[src/rtl/memory_arbiter.sv]
// Two-port (fetch / load-store) arbiter and access sequencer for a start-pulse memory.
// Define MEM_ARB_ROUND_ROBIN_EN for round-robin tie-breaking; otherwise the data port wins ties.
module memory_arbiter #(
   parameter int WORD_SIZE      = 32,
   parameter int TIMEOUT_CYCLES = 16
) (
   input  logic                 clock,
   input  logic                 reset_n,
   input  logic                 inst_req,
   input  logic [WORD_SIZE-1:0] inst_address,
   output logic                 inst_ack,
   output logic [WORD_SIZE-1:0] inst_rdata,
   output logic                 inst_err,
   input  logic                 data_req,
   input  logic                 data_write,
   input  logic [WORD_SIZE-1:0] data_address,
   input  logic [WORD_SIZE-1:0] data_wdata,
   output logic                 data_ack,
   output logic [WORD_SIZE-1:0] data_rdata,
   output logic                 data_err,
   output logic                 mem_start,
   output logic                 mem_write_enabled,
   output logic                 mem_read_enabled,
   output logic [WORD_SIZE-1:0] mem_address,
   output logic [WORD_SIZE-1:0] mem_input_data,
   input  logic                 mem_valid,
   input  logic [WORD_SIZE-1:0] mem_output_data,
   input  logic                 mem_err_invalid_address,
   output logic                 busy
);

   localparam int CW = (TIMEOUT_CYCLES > 1) ? $clog2(TIMEOUT_CYCLES) : 1;
   localparam logic [CW-1:0] TIMEOUT_LAST = CW'(TIMEOUT_CYCLES - 1);

   typedef enum logic [2:0] {IDLE, SETUP, START, WAIT, RESP} state_t;
   typedef enum logic {GRANT_INST, GRANT_DATA} grant_t;

   state_t               state;
   grant_t               grant;
   logic [CW-1:0]        wait_count;
   logic                 pick_data;
   logic                 resp_now;
   logic                 resp_err;
   logic [WORD_SIZE-1:0] resp_data;

`ifdef MEM_ARB_ROUND_ROBIN_EN
   grant_t last_grant;
   always_comb pick_data = data_req && (!inst_req || last_grant == GRANT_INST);
`else
   always_comb pick_data = data_req;
`endif

   // Decide whether this cycle closes the access: address error in SETUP, or write/valid/timeout in WAIT.
   always_comb begin
      resp_now  = 1'b0;
      resp_err  = 1'b0;
      resp_data = '0;
      case (state)
         SETUP: begin
            if (mem_err_invalid_address) begin
               resp_now = 1'b1;
               resp_err = 1'b1;
            end
         end
         WAIT: begin
            if (mem_write_enabled) begin
               resp_now = 1'b1;
            end else if (mem_valid) begin
               resp_now  = 1'b1;
               resp_data = mem_output_data;
            end else if (wait_count == TIMEOUT_LAST) begin
               resp_now = 1'b1;
               resp_err = 1'b1;
            end
         end
         default: ;
      endcase
   end

   always_ff @(posedge clock) begin
      if (!reset_n) begin
         state             <= IDLE;
         grant             <= GRANT_INST;
         wait_count        <= '0;
         inst_ack          <= 1'b0;
         inst_rdata        <= '0;
         inst_err          <= 1'b0;
         data_ack          <= 1'b0;
         data_rdata        <= '0;
         data_err          <= 1'b0;
         mem_start         <= 1'b0;
         mem_write_enabled <= 1'b0;
         mem_read_enabled  <= 1'b0;
         mem_address       <= '0;
         mem_input_data    <= '0;
         busy              <= 1'b0;
`ifdef MEM_ARB_ROUND_ROBIN_EN
         last_grant        <= GRANT_INST;
`endif
      end else begin
         inst_ack  <= 1'b0;
         data_ack  <= 1'b0;
         mem_start <= 1'b0;
         if (resp_now) begin
            state             <= RESP;
            mem_write_enabled <= 1'b0;
            mem_read_enabled  <= 1'b0;
            if (grant == GRANT_DATA) begin
               data_ack   <= 1'b1;
               data_err   <= resp_err;
               data_rdata <= resp_data;
            end else begin
               inst_ack   <= 1'b1;
               inst_err   <= resp_err;
               inst_rdata <= resp_data;
            end
         end else begin
            case (state)
               IDLE: begin
                  if (inst_req || data_req) begin
                     state             <= SETUP;
                     busy              <= 1'b1;
                     grant             <= pick_data ? GRANT_DATA : GRANT_INST;
                     mem_address       <= pick_data ? data_address : inst_address;
                     mem_input_data    <= pick_data ? data_wdata : '0;
                     mem_write_enabled <= pick_data && data_write;
                     mem_read_enabled  <= !(pick_data && data_write);
`ifdef MEM_ARB_ROUND_ROBIN_EN
                     last_grant        <= pick_data ? GRANT_DATA : GRANT_INST;
`endif
                  end
               end
               SETUP: begin
                  state     <= START;
                  mem_start <= 1'b1;
               end
               START: begin
                  state      <= WAIT;
                  wait_count <= '0;
               end
               WAIT: wait_count <= wait_count + 1'b1;
               RESP: begin
                  state <= IDLE;
                  busy  <= 1'b0;
               end
               default: state <= IDLE;
            endcase
         end
      end
   end

endmodule

[config.mk]
export PLATFORM = sky130hd
export DESIGN_NAME = memory_arbiter
export DESIGN_NICKNAME = d
export VERILOG_FILES = /design/src/rtl/memory_arbiter.sv
export SDC_FILE = /design/constraint.sdc
export NUM_CORES = 1
export LEC_CHECK = 0
export BUFFER_PORTS_ARGS = -buffer_cell sky130_fd_sc_hd__buf_2
export CORE_ASPECT_RATIO = 1.2
export CORE_UTILIZATION = 45
export CTS_CLUSTER_SIZE = 16
export DETAILED_ROUTE_END_ITERATION = 6
export GPL_TIMING_DRIVEN = 1
export PLACE_DENSITY = 0.87
export RECOVER_POWER = 100
export SLEW_MARGIN = 40
export SYNTH_ARGS = -nofsm -noshare
export SYNTH_HDL_FRONTEND = slang
export SYNTH_SLANG_ARGS = --single-unit
export TNS_END_PERCENT = 50
[constraint.sdc]
create_clock -name clock -period 3.35 [get_ports clock]
set_input_delay 0.1675 -clock clock [delete_from_list [all_inputs] [get_ports clock]]
set_output_delay 0.1675 -clock clock [all_outputs]
set_load 0.005 [all_outputs]
==> results of run 1 <==
[power by group]
group,leakage (nW),total (mW),switching (mW),internal (mW)
Clock,0.292,1.95,0.820,1.14
Combinational,2.17,0.848,0.498,0.350
Sequential,1.17,1.92,0.0834,1.84
Total,3.63,4.72,1.40,3.32
[logic make-up (layout without fill, tap and decap cells)]
group / count (synthesis) / count (layout) / synth area share
simple gates: 225 / 225 / 0.185
flops: 144 / 144 / 0.460
compound gates: 118 / 118 / 0.131
mux: 96 / 96 / 0.160
buf+inv: 83 / 322 / 0.0625
fa+ha+maj: 1 / 1 / 0.00200
other cells: 0 / 2 / 0
[flip-flops by register name, summed over array words and instances (netlist names)]
signal	flops
busy	1
data_ack	1
data_err	1
data_rdata	32
grant	1
inst_ack	1
inst_err	1
inst_rdata	32
mem_address	32
mem_input_data	32
mem_read_enabled	1
mem_start	1
mem_write_enabled	1
state	3
wait_count	4
[area by class of cell]
cell class	instances	area share
Multi-Input combinational cell	440	0.369
Sequential cell	144	0.355
Timing Repair Buffer	285	0.171
Clock buffer	17	0.0523
Tap cell	168	0.0259
Clock inverter	15	0.0237
Inverter	5	0.00262
Antenna cell	2	0.000616
[layer usage]
layer	part of all wire	vias up	routed length, um	GRT usage
met5	0.00066	-	12	0
met4	0.033	2	589	0.115
met3	0.073	50	1320	0.0655
met2	0.50	275	9140	0.419
met1	0.39	2890	7050	0.286
li1	-	2931	-	-
[worst min-delay path, delay by kind of cell]
| kind | cells | cell delay (ns) |
|---|---|---|
| muxes | 1 | 0.06 |
| and+or+nand+nor | 1 | 0.07 |
| buffers and inverters | 1 | 0.10 |
[per-stage QoR]
stage / area, um^2 / utilization / hold WS (ns) / setup slack, ns / instances
after CTS: 8250 / 0.616 / 0.0185 / 0.986 / 1074
after global placement: 7580 / 0.565 / 0.442 / 0.870 / 1040
after floorplan: 6260 / - / 0.341 / 1.59 / 667
final: 8130 / 0.606 / 0.0285 / 0.631 / 1076
after global routing: 8130 / 0.606 / 0.0219 / 0.446 / 1076
after detailed placement: 7640 / 0.569 / 0.450 / 0.997 / 1042
[cell usage in the layout, fill, tap and decap left out, types with 2 or more instances in the layout]
cell	synthesis	layout
o22ai_1	2	2
nand3b_1	2	2
mux2i_1	64	64
clkinv_8	0	2
nand4_1	33	33
o31ai_1	34	34
buf_4	0	11
a211oi_1	2	2
mux2_1	3	3
nand3_1	34	34
diode_2	0	2
clkbuf_1	48	98
nor4_1	34	34
nor2_4	0	2
buf_2	10	171
inv_6	0	4
buf_16	0	2
o2111ai_4	2	2
mux2_2	29	29
inv_8	0	3
dfxtp_1	144	144
clkinvlp_4	0	3
nand2_1	69	69
a32o_2	2	2
a31oi_1	33	33
nor2_1	6	5
clkbuf_16	0	17
a21oi_1	35	35
and3b_1	2	2
nand2b_1	2	2
inv_1	3	3
bufinv_16	0	2
nor3_1	32	32
or2_1	4	2
[path summary, 6_finish.rpt]
kind / startpoint / cells past startpoint / end / slack [ns]
max: state[2]$_SDFFE_PN0P_ / 5 / inst_rdata[28]$_SDFFE_PN0P_ / 0.63
min: mem_output_data[16] / 3 / data_rdata[16]$_SDFFE_PN0P_ / 0.03
max reg2reg: state[2]$_SDFFE_PN0P_ / 5 / inst_rdata[28]$_SDFFE_PN0P_ / 0.63
min reg2reg: data_rdata[3]$_SDFFE_PN0P_ / 2 / data_rdata[3]$_SDFFE_PN0P_ / 0.46
==> metrics.yaml, run 1 <==
ctsHoldBuffers: 0
slew_violations: 0
die_y_um: 131
total_power_mw: 4.72
drtPass1Iterations: 4
tightest_slew_ns: 1.48
clkSinkCount: 144
cp_top_family: "flip-flops"
yosys_warnings: 0
dieArea_um2: 14400
grt_use_total: 0.248
synth_area_per_cell_um2: 9.39
worstPathRequired_ns: 3.68
avgViaCountPerCell: 5.71
p_per_area_nw_per_um2: 581
row_count: 46
area_growth_pct: 29.8
crit_buf_inv: 2
status: "finished clean"
rsz0062_at_grt: "false"
grt_pass1_wl_um: 28200
cts_made_buffers: 17
synth_seq_cells: 144
period_needed_ns: 2.72
synth-edff-count: 0
syn_nets: 803
multi_input_area_um2: 3000
worst_setup_path_end_kind: "flop"
setup_tns_ns: 0
clock.fmax_mhz: 368
layout.nets: 1029
fin_crit_sh: 0.812
htreeDepth: 4
antenna_found_initial: 3
synthTopCellsByCount: "dfxtp_1, nand2_1, mux2i_1"
hold_path.class: "in2reg"
drive_above_1_share: 0.286
ioPinCount: 271
worstSetupPathType: "reg2reg"
yosys.area.top_type: "dfxtp_1"
fin_skew_ns: 0.0108
coreArea_um2: 13400
drc: 0
crit_path_top_delay_cell: "dfxtp_1"
nFillCells: 1219
setup_viol: 0
maxCapViolCount: 0
syn-instance-count: 667
clk_pin_slew_ns: 0.07
p_leak_nw: 3.63
grt_pass1_vias: 5796
cts-resized-gates: 0
clk_latency_ns: 0.41
seq_area_um2: 2880
grt_start_max_net_pins: 76
dominantRegCellSynth: "dfxtp_1"
routed-via-count: 6148
seq_area_frac_synth: 0.460
cp_cell_sequence: "and2b_1, o2111ai_4, buf_16, buf_4, mux2i_1"
wl_per_cell_um: 16.8
yosys.area.top_type_share: 0.460
yosysMostFrequentCell: "dfxtp_1"
irDropWorstVdd_uv: 359
netlist_area_um2: 6260
finalWirelength_um: 18100
critPathLaunchType: "flop"
hpwl_um: 12200
drt_iter0_markers: 466
cp.arrival_ns: 3.05
synthArstFlopShare: 0
hold_violations: 0
detail-route-antenna-nets: 0
initial_core_util: 0.467
yosys-top-cells-area: "dfxtp_1, mux2i_1, mux2_2, nand2_1, o31ai_1"
finalWeightedCongestion: 0.844
port_buffers: 270
cts_buffer_depth: 2
clockRootBuffer: "clkbuf_16"
die_w_um: 110
crit_path_max_fanout: 42
postCtsSetupBuffers: 0
synthDistinctLibCells: 43
grt-ovfl-total: 0
maxSlewHeadroom: 0.00954
max_stage_delay_ns: 1.31
tritoncts: "built"
(Power assumes the default switching activity.)
==> run 2, diff against run 1 <==
Settings changed: CORE_UTILIZATION 45 to 43.
Clock period 3.35 ns to 2.5 ns, I/O delays scaled along.
==> metrics.yaml, run 2 (same netlist as run 1, synthesis figures left out) <==
fin_crit_sh: 0.833
rsz0062_at_grt: "false"
drtPass1Iterations: 7
setup_viol: 0
worstPathRequired_ns: 2.84
finalWirelength_um: 19900
tritoncts: "built"
row_count: 47
hold_violations: 0
cp_cell_sequence: "clkbuf_2, o31ai_1, a21oi_1"
num_antenna_cells: 0
final_common_cell: "buf_2"
htreeDepth: 4
dieArea_um2: 15100
final_cell_mix: "buf_2, dfxtp_1, clkbuf_1, nand2_1, mux2i_1"
irDropWorstVdd_uv: 441
violations: "DRC"
period_needed_ns: 2.08
cp.arrival_ns: 2.42
clk_latency_ns: 0.42
worstSetupPathType: "reg2reg"
swShare: 0.280
ioPinCount: 271
max_stage_delay_ns: 1.04
clkSinkCount: 144
crit_path_top_delay_cell: "clkbuf_2"
cts_made_buffers: 17
grt_pass1_vias: 6544
pwr-share-seq: 0.392
hold_path.class: "in2reg"
worst_setup_path_end_kind: "flop"
p_leak_nw: 3.93
die_y_um: 134
cts_buffer_depth: 2
grt_pass1_wl_um: 31900
grt_use_total: 0.264
r2r_slack_ns: 0.42
maxCapViolCount: 0
port_buffers: 270
finalWeightedCongestion: 0.810
layout.nets: 1089
routed-via-count: 6540
p_per_area_nw_per_um2: 749
tightest_slew_ns: 1.32
drc: 14
clkPwrFrac: 0.414
status: "complete, but fails checks"
grt-ovfl-total: 0
cts-resized-gates: 0
slew_violations: 0
drive_above_1_share: 0.280
cell_internal_pwr_mw: 4.71
initial_core_util: 0.448
hpwl_um: 12300
clockRootBuffer: "clkbuf_16"
area_growth_pct: 39.5
setup_tns_ns: 0
die_w_um: 112
wl_per_cell_um: 17.5
ctsHoldBuffers: 54
finalNonFillerCells: 1137
antenna_found_initial: 0
p_switching_mw: 1.83
detail-route-antenna-nets: 0
total_power_mw: 6.54
dp.cells: 1051
clk_pin_slew_ns: 0.06
postCtsSetupBuffers: 0
grt_start_max_net_pins: 75
maxSlewHeadroom: 0.118
drt_iter0_markers: 592
coreArea_um2: 14000
avgViaCountPerCell: 5.75
clock.fmax_mhz: 480
fin_skew_ns: 0.0100
combPwrFrac: 0.193
critPathLaunchType: "flop"
crit_path_max_fanout: 66
-- run 2: changes by cell type in the layout (fill, tap and decap cells not counted), sizes merged --
| cell | before | now |
|---|---|---|
| bufinv | 2 | 4 |
| clkinvlp | 3 | 2 |
| buf | 186 | 200 |
| diode | 2 | 0 |
| dlygate4sd3 | 0 | 54 |
| inv | 12 | 9 |
| clkinv | 3 | 5 |
| clkbuf | 116 | 108 |
-- run 2: worst paths after layout --
path,start,cells past startpoint,end
max,state[2]$_SDFFE_PN0P_,3,mem_input_data[8]$_SDFFE_PN0P_
min,data_wdata[16],3,mem_input_data[16]$_SDFFE_PN0P_
max reg2reg,state[2]$_SDFFE_PN0P_,3,mem_input_data[8]$_SDFFE_PN0P_
min reg2reg,data_rdata[4]$_SDFFE_PN0P_,2,data_rdata[4]$_SDFFE_PN0P_
-- run 2: metrics by stage --
step | hold slack, ns | cell area (um^2) | utilization | setup WS, ns
final | 0.0151 | 8740 | 0.624 | 0.419
after global routing | 0.000914 | 8740 | 0.624 | 0.282
after floorplan | 0.299 | 6260 | - | 0.741
after detailed placement | 0.413 | 7730 | 0.552 | 0.642
after CTS | 0.00295 | 8900 | 0.636 | 0.635
after global placement | 0.408 | 7730 | 0.552 | 0.725
-- run 2: power by group through the flow --
stage	clock network (mW)	registers, mW	logic [mW]
finish	2.71	2.57	1.27
global route	2.84	2.59	1.36
CTS	2.75	2.56	1.29
detailed placement	0	2.61	1.22
global placement	0	2.60	1.20
floorplan	0	2.61	0.737
-- run 2: final cells by class --
class | instances | area, um^2
well taps | 171 | 214
clock buffers | 17 | 425
fillers | 1164 | 5260
clock inverters | 15 | 206
multi-input cells | 440 | 2960
repair buffers | 345 | 2030
flip-flops and latches | 144 | 2880
inverters | 5 | 18.8
-- run 2: routing by layer --
metal	track usage	part of all wire
met5	0	0
met4	0.170	0.059
met3	0.0723	0.072
met2	0.463	0.49
met1	0.280	0.38
-- run 2: critical path: cells and delay by family, from the launching register on --
| family | cells | cell delay (ns) |
|---|---|---|
| AOI/OAI and AO/OA | 2 | 0.44 |
| buffers and inverters | 1 | 1.04 |
| DFF | 1 | 0.51 |
